[src/rtl/trax_turn_ctrl.sv]
`default_nettype none
// =============================================================================
// Module  : trax_turn_ctrl
// Brief   : Trax turn sequencer between the transceiver and the board-update
//           and move-selection engines, with overrun and watchdog protection.
// Rev     : 1.0  initial release
// =============================================================================
module trax_turn_ctrl #(
  parameter int unsigned TIMEOUT_CYC = 1000000,
  parameter logic [21:0] OPEN_MOVE   = 22'h100000
) (
  input  logic        clk,
  input  logic        reset,
  input  logic        rx_done,
  input  logic [21:0] rx_move,
  input  logic        rx_color,
  output logic        upd_start,
  output logic [21:0] upd_move,
  input  logic        upd_done,
  output logic        sel_start,
  input  logic        sel_done,
  input  logic [21:0] sel_move,
  output logic        tx_start,
  output logic [21:0] tx_move,
  output logic        color,
  output logic [15:0] round,
  output logic        busy,
  output logic        err,
  output logic [1:0]  err_code
);

  localparam logic [2:0] S_IDLE      = 3'd0;
  localparam logic [2:0] S_WAIT_RX   = 3'd1;
  localparam logic [2:0] S_APPLY_OPP = 3'd2;
  localparam logic [2:0] S_SELECT    = 3'd3;
  localparam logic [2:0] S_APPLY_OWN = 3'd4;
  localparam logic [2:0] S_SEND      = 3'd5;
  localparam logic [2:0] S_ERR       = 3'd6;

  localparam logic [1:0] E_NONE    = 2'b00;
  localparam logic [1:0] E_TIMEOUT = 2'b01;
  localparam logic [1:0] E_OVERRUN = 2'b10;
  localparam logic [1:0] E_DONE    = 2'b11;

  localparam int unsigned      WD_W    = (TIMEOUT_CYC > 1) ? $clog2(TIMEOUT_CYC) : 1;
  localparam logic [WD_W-1:0]  WD_LAST = WD_W'(TIMEOUT_CYC - 1);

  logic [2:0]      r_state;
  logic [2:0]      w_state_nxt;
  logic            r_rx_prev;
  logic            r_pend;
  logic [21:0]     r_pend_move;
  logic [WD_W-1:0] r_wdog;
  logic            r_upd_start;
  logic            r_sel_start;
  logic            r_tx_start;
  logic [21:0]     r_upd_move;
  logic [21:0]     r_tx_move;
  logic            r_color;
  logic [15:0]     r_round;
  logic            r_err;
  logic [1:0]      r_err_code;

  logic            w_rx_edge;
  logic            w_watched;
  logic            w_busy;
  logic            w_done_err;
  logic            w_fault;
  logic [1:0]      w_fault_code;
  logic            w_upd_start_nxt;
  logic            w_sel_start_nxt;
  logic            w_tx_start_nxt;
  logic            w_start_any;

  assign w_rx_edge  = rx_done & ~r_rx_prev;
  assign w_watched  = (r_state == S_APPLY_OPP) || (r_state == S_SELECT) ||
                      (r_state == S_APPLY_OWN);
  assign w_busy     = w_watched || (r_state == S_SEND);
  assign w_done_err = (upd_done && (r_state != S_APPLY_OPP) && (r_state != S_APPLY_OWN)) ||
                      (sel_done && (r_state != S_SELECT)) ||
                      (upd_done && sel_done);
  assign w_start_any = w_upd_start_nxt | w_sel_start_nxt | w_tx_start_nxt;

  always_ff @(posedge clk) begin
    if (reset) begin
      r_state <= S_IDLE;
    end else begin
      r_state <= w_state_nxt;
    end
  end

  always_comb begin
    w_state_nxt  = r_state;
    w_fault      = 1'b0;
    w_fault_code = E_NONE;
    // Fault priority: watchdog, engine protocol, receive overrun.
    if (r_state != S_ERR) begin
      if (w_watched && (r_wdog == WD_LAST)) begin
        w_fault      = 1'b1;
        w_fault_code = E_TIMEOUT;
      end else if (w_done_err) begin
        w_fault      = 1'b1;
        w_fault_code = E_DONE;
      end else if (w_busy && w_rx_edge && r_pend) begin
        w_fault      = 1'b1;
        w_fault_code = E_OVERRUN;
      end
    end
    case (r_state)
      S_IDLE:      if (w_rx_edge) w_state_nxt = rx_color ? S_WAIT_RX : S_APPLY_OWN;
      S_WAIT_RX:   if (r_pend || w_rx_edge) w_state_nxt = S_APPLY_OPP;
      S_APPLY_OPP: if (upd_done) w_state_nxt = S_SELECT;
      S_SELECT:    if (sel_done) w_state_nxt = S_APPLY_OWN;
      S_APPLY_OWN: if (upd_done) w_state_nxt = S_SEND;
      S_SEND:      w_state_nxt = S_WAIT_RX;
      S_ERR:       w_state_nxt = S_ERR;
      default:     w_state_nxt = S_IDLE;
    endcase
    if (w_fault) begin
      w_state_nxt = S_ERR;
    end
  end

  always_comb begin
    w_upd_start_nxt = 1'b0;
    w_sel_start_nxt = 1'b0;
    w_tx_start_nxt  = 1'b0;
    if (!w_fault) begin
      case (r_state)
        S_IDLE:      w_upd_start_nxt = w_rx_edge && !rx_color;
        S_WAIT_RX:   w_upd_start_nxt = r_pend || w_rx_edge;
        S_APPLY_OPP: w_sel_start_nxt = upd_done;
        S_SELECT:    w_upd_start_nxt = sel_done;
        S_APPLY_OWN: w_tx_start_nxt  = upd_done;
        default:     ;
      endcase
    end
  end

  always_ff @(posedge clk) begin
    if (reset) begin
      r_rx_prev   <= 1'b1;
      r_pend      <= 1'b0;
      r_pend_move <= '0;
      r_wdog      <= '0;
      r_upd_start <= 1'b0;
      r_sel_start <= 1'b0;
      r_tx_start  <= 1'b0;
      r_upd_move  <= '0;
      r_tx_move   <= '0;
      r_color     <= 1'b0;
      r_round     <= '0;
      r_err       <= 1'b0;
      r_err_code  <= E_NONE;
    end else begin
      r_rx_prev   <= rx_done;
      r_upd_start <= w_upd_start_nxt;
      r_sel_start <= w_sel_start_nxt;
      r_tx_start  <= w_tx_start_nxt;

      if (w_start_any || !w_watched) begin
        r_wdog <= '0;
      end else begin
        r_wdog <= r_wdog + WD_W'(1);
      end

      if (w_fault) begin
        r_err      <= 1'b1;
        r_err_code <= w_fault_code;
      end

      // WAIT_RX drains the pending slot; a fresh edge there refills it.
      if (r_state == S_WAIT_RX) begin
        if (w_rx_edge) r_pend_move <= rx_move;
        r_pend <= r_pend && w_rx_edge;
      end else if (w_busy && w_rx_edge && !r_pend) begin
        r_pend      <= 1'b1;
        r_pend_move <= rx_move;
      end

      if (w_upd_start_nxt) begin
        case (r_state)
          S_IDLE: begin
            r_upd_move <= OPEN_MOVE;
            r_tx_move  <= OPEN_MOVE;
          end
          S_WAIT_RX: r_upd_move <= r_pend ? r_pend_move : rx_move;
          default: begin
            r_upd_move <= sel_move;
            r_tx_move  <= sel_move;
          end
        endcase
      end

      if ((r_state == S_IDLE) && w_rx_edge && !w_fault) begin
        r_color <= rx_color;
      end

      if (w_tx_start_nxt && (r_round != 16'hFFFF)) begin
        r_round <= r_round + 16'd1;
      end
    end
  end

  assign upd_start = r_upd_start;
  assign sel_start = r_sel_start;
  assign tx_start  = r_tx_start;
  assign upd_move  = r_upd_move;
  assign tx_move   = r_tx_move;
  assign color     = r_color;
  assign round     = r_round;
  assign busy      = w_busy;
  assign err       = r_err;
  assign err_code  = r_err_code;

endmodule
`default_nettype wire

[config.mk]
export PLATFORM = sky130hd
export DESIGN_NAME = trax_turn_ctrl
export DESIGN_NICKNAME = d
export VERILOG_FILES = /design/src/rtl/trax_turn_ctrl.sv
export SDC_FILE = /design/constraint.sdc
export NUM_CORES = 1
export LEC_CHECK = 0
export CAP_MARGIN = 10
export CORE_ASPECT_RATIO = 0.5
export CORE_UTILIZATION = 40
export CTS_BUF_LIST = sky130_fd_sc_hd__clkbuf_8
export DETAILED_ROUTE_END_ITERATION = 8
export PLACE_DENSITY = 0.7
export SETUP_SLACK_MARGIN = 0.2
export SLEW_MARGIN = 40
export SYNTH_ARGS = -nofsm -noshare
export SYNTH_HDL_FRONTEND = slang
export SYNTH_SLANG_ARGS = --single-unit
[constraint.sdc]
create_clock -name clk -period 2.64 [get_ports clk]
set_input_delay 0.528 -clock clk [delete_from_list [all_inputs] [get_ports clk]]
set_output_delay 0.528 -clock clk [all_outputs]
set_load 0.02 [all_outputs]
==> impl_metrics.prom <==
# TYPE chip_impl_metric gauge
chip_impl_info{name="outcome",value="completed"} 1
chip_impl_metric{name="route.antenna.remaining_nets",unit=""} 0
chip_impl_metric{name="synth.lib_cells_used.distinct",unit=""} 48
chip_impl_metric{name="first_pass_iters",unit=""} 5
chip_impl_metric{name="share_of_synthesized_flip_flops_with_an_asynchronous_set_or_reset",unit=""} 0
chip_impl_metric{name="area_occupied_by_multi_input_gates",unit="um^2"} 2336
chip_impl_metric{name="setup_viol",unit=""} 0
chip_impl_metric{name="core",unit="um^2"} 11250
chip_impl_metric{name="final_layout_size_suffix_gt1_frac",unit=""} 0.1298
chip_impl_metric{name="final_hold_viol_count",unit=""} 0
chip_impl_metric{name="htree_num_levels",unit=""} 4
chip_impl_metric{name="gate_count_of_the_mapped_netlist",unit=""} 497
chip_impl_metric{name="areaGrowthSynthToFinish",unit="%"} 43.78
chip_impl_info{name="crit_path_end_kind",value="flop"} 1
chip_impl_metric{name="post_synthesis_sequential_area_ratio",unit=""} 0.4819
chip_impl_metric{name="critical_path.max_fanout",unit=""} 11
chip_impl_metric{name="report.final.slew_viol_count",unit=""} 0
chip_impl_metric{name="fin_nets",unit=""} 694
chip_impl_metric{name="critPathArrivalTime",unit="ns"} 2.63
chip_impl_metric{name="fillCellCount",unit=""} 1002
chip_impl_metric{name="timing_worst_slew_pin_value",unit="ns"} 0.5889
chip_impl_info{name="hold_path.class",value="flop to flop"} 1
chip_impl_metric{name="detail_route.wl_per_cell",unit="um"} 15.14
chip_impl_metric{name="clock_sink_count",unit=""} 114
chip_impl_metric{name="fin_skew",unit="ns"} 0.009894
chip_impl_metric{name="setup_slack_of_the_critical_path_after_layout",unit="ns"} 0.3100
chip_impl_metric{name="finalWorstPathRequiredPeriod",unit="ns"} 2.330
chip_impl_metric{name="floorplan.initialDensity",unit=""} 0.4210
chip_impl_metric{name="final_min_period_over_clock_period",unit=""} 0.8826
chip_impl_metric{name="viasPerCell",unit=""} 5.125
chip_impl_metric{name="die_extent_in_x",unit="um"} 155.9
chip_impl_metric{name="drtIter0Drc",unit=""} 162
chip_impl_metric{name="globalRouteOverflowTotal",unit=""} 0
chip_impl_info{name="path_class",value="input pin to flop"} 1
chip_impl_metric{name="max-clock-path-buffers",unit=""} 2
chip_impl_metric{name="final_core_density",unit=""} 0.6053
chip_impl_metric{name="max-slew-margin-rel",unit=""} 0.5973
chip_impl_info{name="worst_r2r_endpoint",value="upd_move[7]"} 1
chip_impl_info{name="hold_path_startpoint",value="tx_move[0]"} 1
chip_impl_metric{name="critical_path_required",unit="ns"} 2.94
chip_impl_metric{name="clkTransAtPathRegs",unit="ns"} 0.07
chip_impl_metric{name="synth.ff_latch_count",unit=""} 114
chip_impl_metric{name="global_route_wire_length_before_repair",unit="mm"} 19.39
chip_impl_metric{name="final.hold.worst_slack",unit="ns"} 0.4715
chip_impl_metric{name="num_vias",unit=""} 4172
chip_impl_metric{name="register_area",unit="um^2"} 2282
chip_impl_metric{name="synth_enable_flop_cells",unit=""} 0
chip_impl_metric{name="antenna_found_initial",unit=""} 0
chip_impl_info{name="rsz0062_at_grt",value="no"} 1
chip_impl_metric{name="i_o_pins",unit=""} 118
chip_impl_metric{name="netlist_area",unit="um^2"} 4736
chip_impl_metric{name="total_power",unit="mW"} 3.822
chip_impl_metric{name="ctsHoldBuffers",unit=""} 0
chip_impl_metric{name="largest_net_degree_at_the_start_of_global_routing",unit=""} 43
chip_impl_metric{name="globalplace.congestion",unit=""} 0.8472
chip_impl_metric{name="antenna-diode-count",unit=""} 0
chip_impl_metric{name="ff2ff_path_depth",unit=""} 8
chip_impl_metric{name="worst_reg_to_reg_setup_slack",unit="ns"} 0.33
chip_impl_metric{name="wl",unit="mm"} 12.32
chip_impl_info{name="holdPathEnd",value="tx_move[0]"} 1
chip_impl_metric{name="rows",unit=""} 27
chip_impl_metric{name="synth_warnings",unit=""} 0
chip_impl_metric{name="groute.usage.overall",unit=""} 0.2018
chip_impl_metric{name="postSynthAreaPerCell",unit="um^2"} 9.529
chip_impl_metric{name="ir_drop",unit="uV"} 257.0
chip_impl_metric{name="leakagePower",unit="nW"} 2.611
chip_impl_metric{name="postSynthNetCount",unit=""} 549
chip_impl_metric{name="detailedPlacementHpwl",unit="mm"} 8.320
chip_impl_metric{name="die-height",unit="um"} 78.94
chip_impl_metric{name="floorplan.die_area",unit="um^2"} 12310
chip_impl_metric{name="pwr_density_cell",unit="nW/um^2"} 561.3
chip_impl_metric{name="portBuffers",unit=""} 117
chip_impl_metric{name="remaining_drc_errors",unit=""} 0
chip_impl_metric{name="dp_worst_setup_slack",unit="ns"} -0.3914
chip_impl_info{name="yosys_most_used_dff",value="dfxtp_1"} 1
chip_impl_info{name="clockRootBuffer",value="clkbuf_8"} 1
chip_impl_metric{name="first_global_vias",unit=""} 3928
chip_impl_info{name="worstReg2RegStart",value="r_state[1]"} 1
chip_impl_info{name="most_frequent_cells_in_the_layout",value="114 x dfxtp_1, 114 x clkdlybuf4s50_1, 89 x nor2_1, 46 x mux2i_1, 31 x buf_4"} 1
chip_impl_metric{name="maxCapViolCount",unit=""} 0
chip_impl_metric{name="clk-insertion-delay-late",unit="ns"} 0.41
chip_impl_metric{name="min_delay_path_depth",unit=""} 1
chip_impl_metric{name="fmax",unit="MHz"} 429.2
chip_impl_info{name="tritoncts",value="done"} 1
chip_impl_metric{name="cts_buffers",unit=""} 17
chip_impl_info{name="start_kind",value="input pin"} 1
worst max path at each step:
stage | start | endpoint | cells past startpoint
after floorplan | sel_done | upd_move[10] | 8
after global placement | sel_done | round[6] | 8
after detailed placement | sel_done | round[5] | 8
after CTS | sel_done | round[5] | 8
after global routing | r_state[1] | upd_move[7] | 8
final | rx_done | upd_move[7] | 9
worst max-delay path, stage by stage:
cell	delay, ns
clkdlybuf4s50_1	0.47
nor2b_2	0.36
and3_1	0.26
nor2_1	0.06
o21ai_1	0.18
nor4_4	0.08
buf_4	0.17
clkbuf_16	0.17
a221o_1	0.34
area by class of cell:
type | instances | share of cell area
clock buffers | 17 | 0.03436
well taps | 159 | 0.02922
flip-flops and latches | 114 | 0.3352
inverters | 7 | 0.003859
clock inverters | 15 | 0.02481
repair buffers | 157 | 0.2295
multi-input cells | 345 | 0.3431
per-stage QoR:
stage	TNS (ns)	cell area [um^2]	std cells
floorplan	0	4736	497
global placement	-14.11	6292	776
detailed placement	-18.12	6292	776
CTS	0	6740	811
global route	0	6809	814
finish	0	6809	814
kinds of logic (layout without fill, tap and decap cells):
group,Yosys count,after routing,share of synthesized area
and+or+nand+nor,179,179,0.1828
buffers and inverters,38,196,0.03487
AOI/OAI and AO/OA,93,93,0.1498
adders and majority gates,2,2,0.005283
xor gates and xnor gates,23,23,0.04254
DFF,114,114,0.4819
muxes,48,48,0.1028
power breakdown:
part	switching (mW)	total (mW)	internal, mW	leakage, nW
logic	0.196	0.398	0.202	1.49
registers	0.0194	1.77	1.75	0.921
clock network	0.733	1.66	0.926	0.200
total	0.948	3.82	2.87	2.61
synthesized netlist by cell type, types with 6 or more instances:
cell type / number / area share
nor2_1: 89 / 0.071
and3_1: 6 / 0.0079
mux2i_1: 46 / 0.097
nand2_1: 21 / 0.017
o21ai_0: 12 / 0.013
a22o_1: 21 / 0.039
nor4_1: 6 / 0.0079
xor2_1: 12 / 0.022
nand3_1: 10 / 0.011
a21oi_1: 19 / 0.020
nand4_1: 9 / 0.012
xnor2_1: 11 / 0.020
clkbuf_1: 18 / 0.014
nor3_1: 6 / 0.0063
or3_1: 6 / 0.0079
inv_1: 7 / 0.0055
dfxtp_1: 114 / 0.48
buf_2: 9 / 0.0095
a221o_1: 23 / 0.049
registers in the layout, summed over array words and instances (netlist names), 2 cells and up:
name	flops
r_state	3
err_code	2
r_pend_move	22
upd_move	22
round	16
tx_move	22
r_wdog	20
per-layer routing:
layer	track usage	routed length, um
met5	0	0
met4	0.07255	91
met3	0.04913	428
met2	0.3254	5761
met1	0.2633	6043
what timing repair did:
action / 4_1_cts / 5_1_grt
pin swaps: 1 / 4
gates cloned: 0 / 2
endpoints found under the setup margin: 47 / 49
gates resized for setup: 6 / 7
setup buffers: 3 / 1
(Power assumes the default switching activity.)
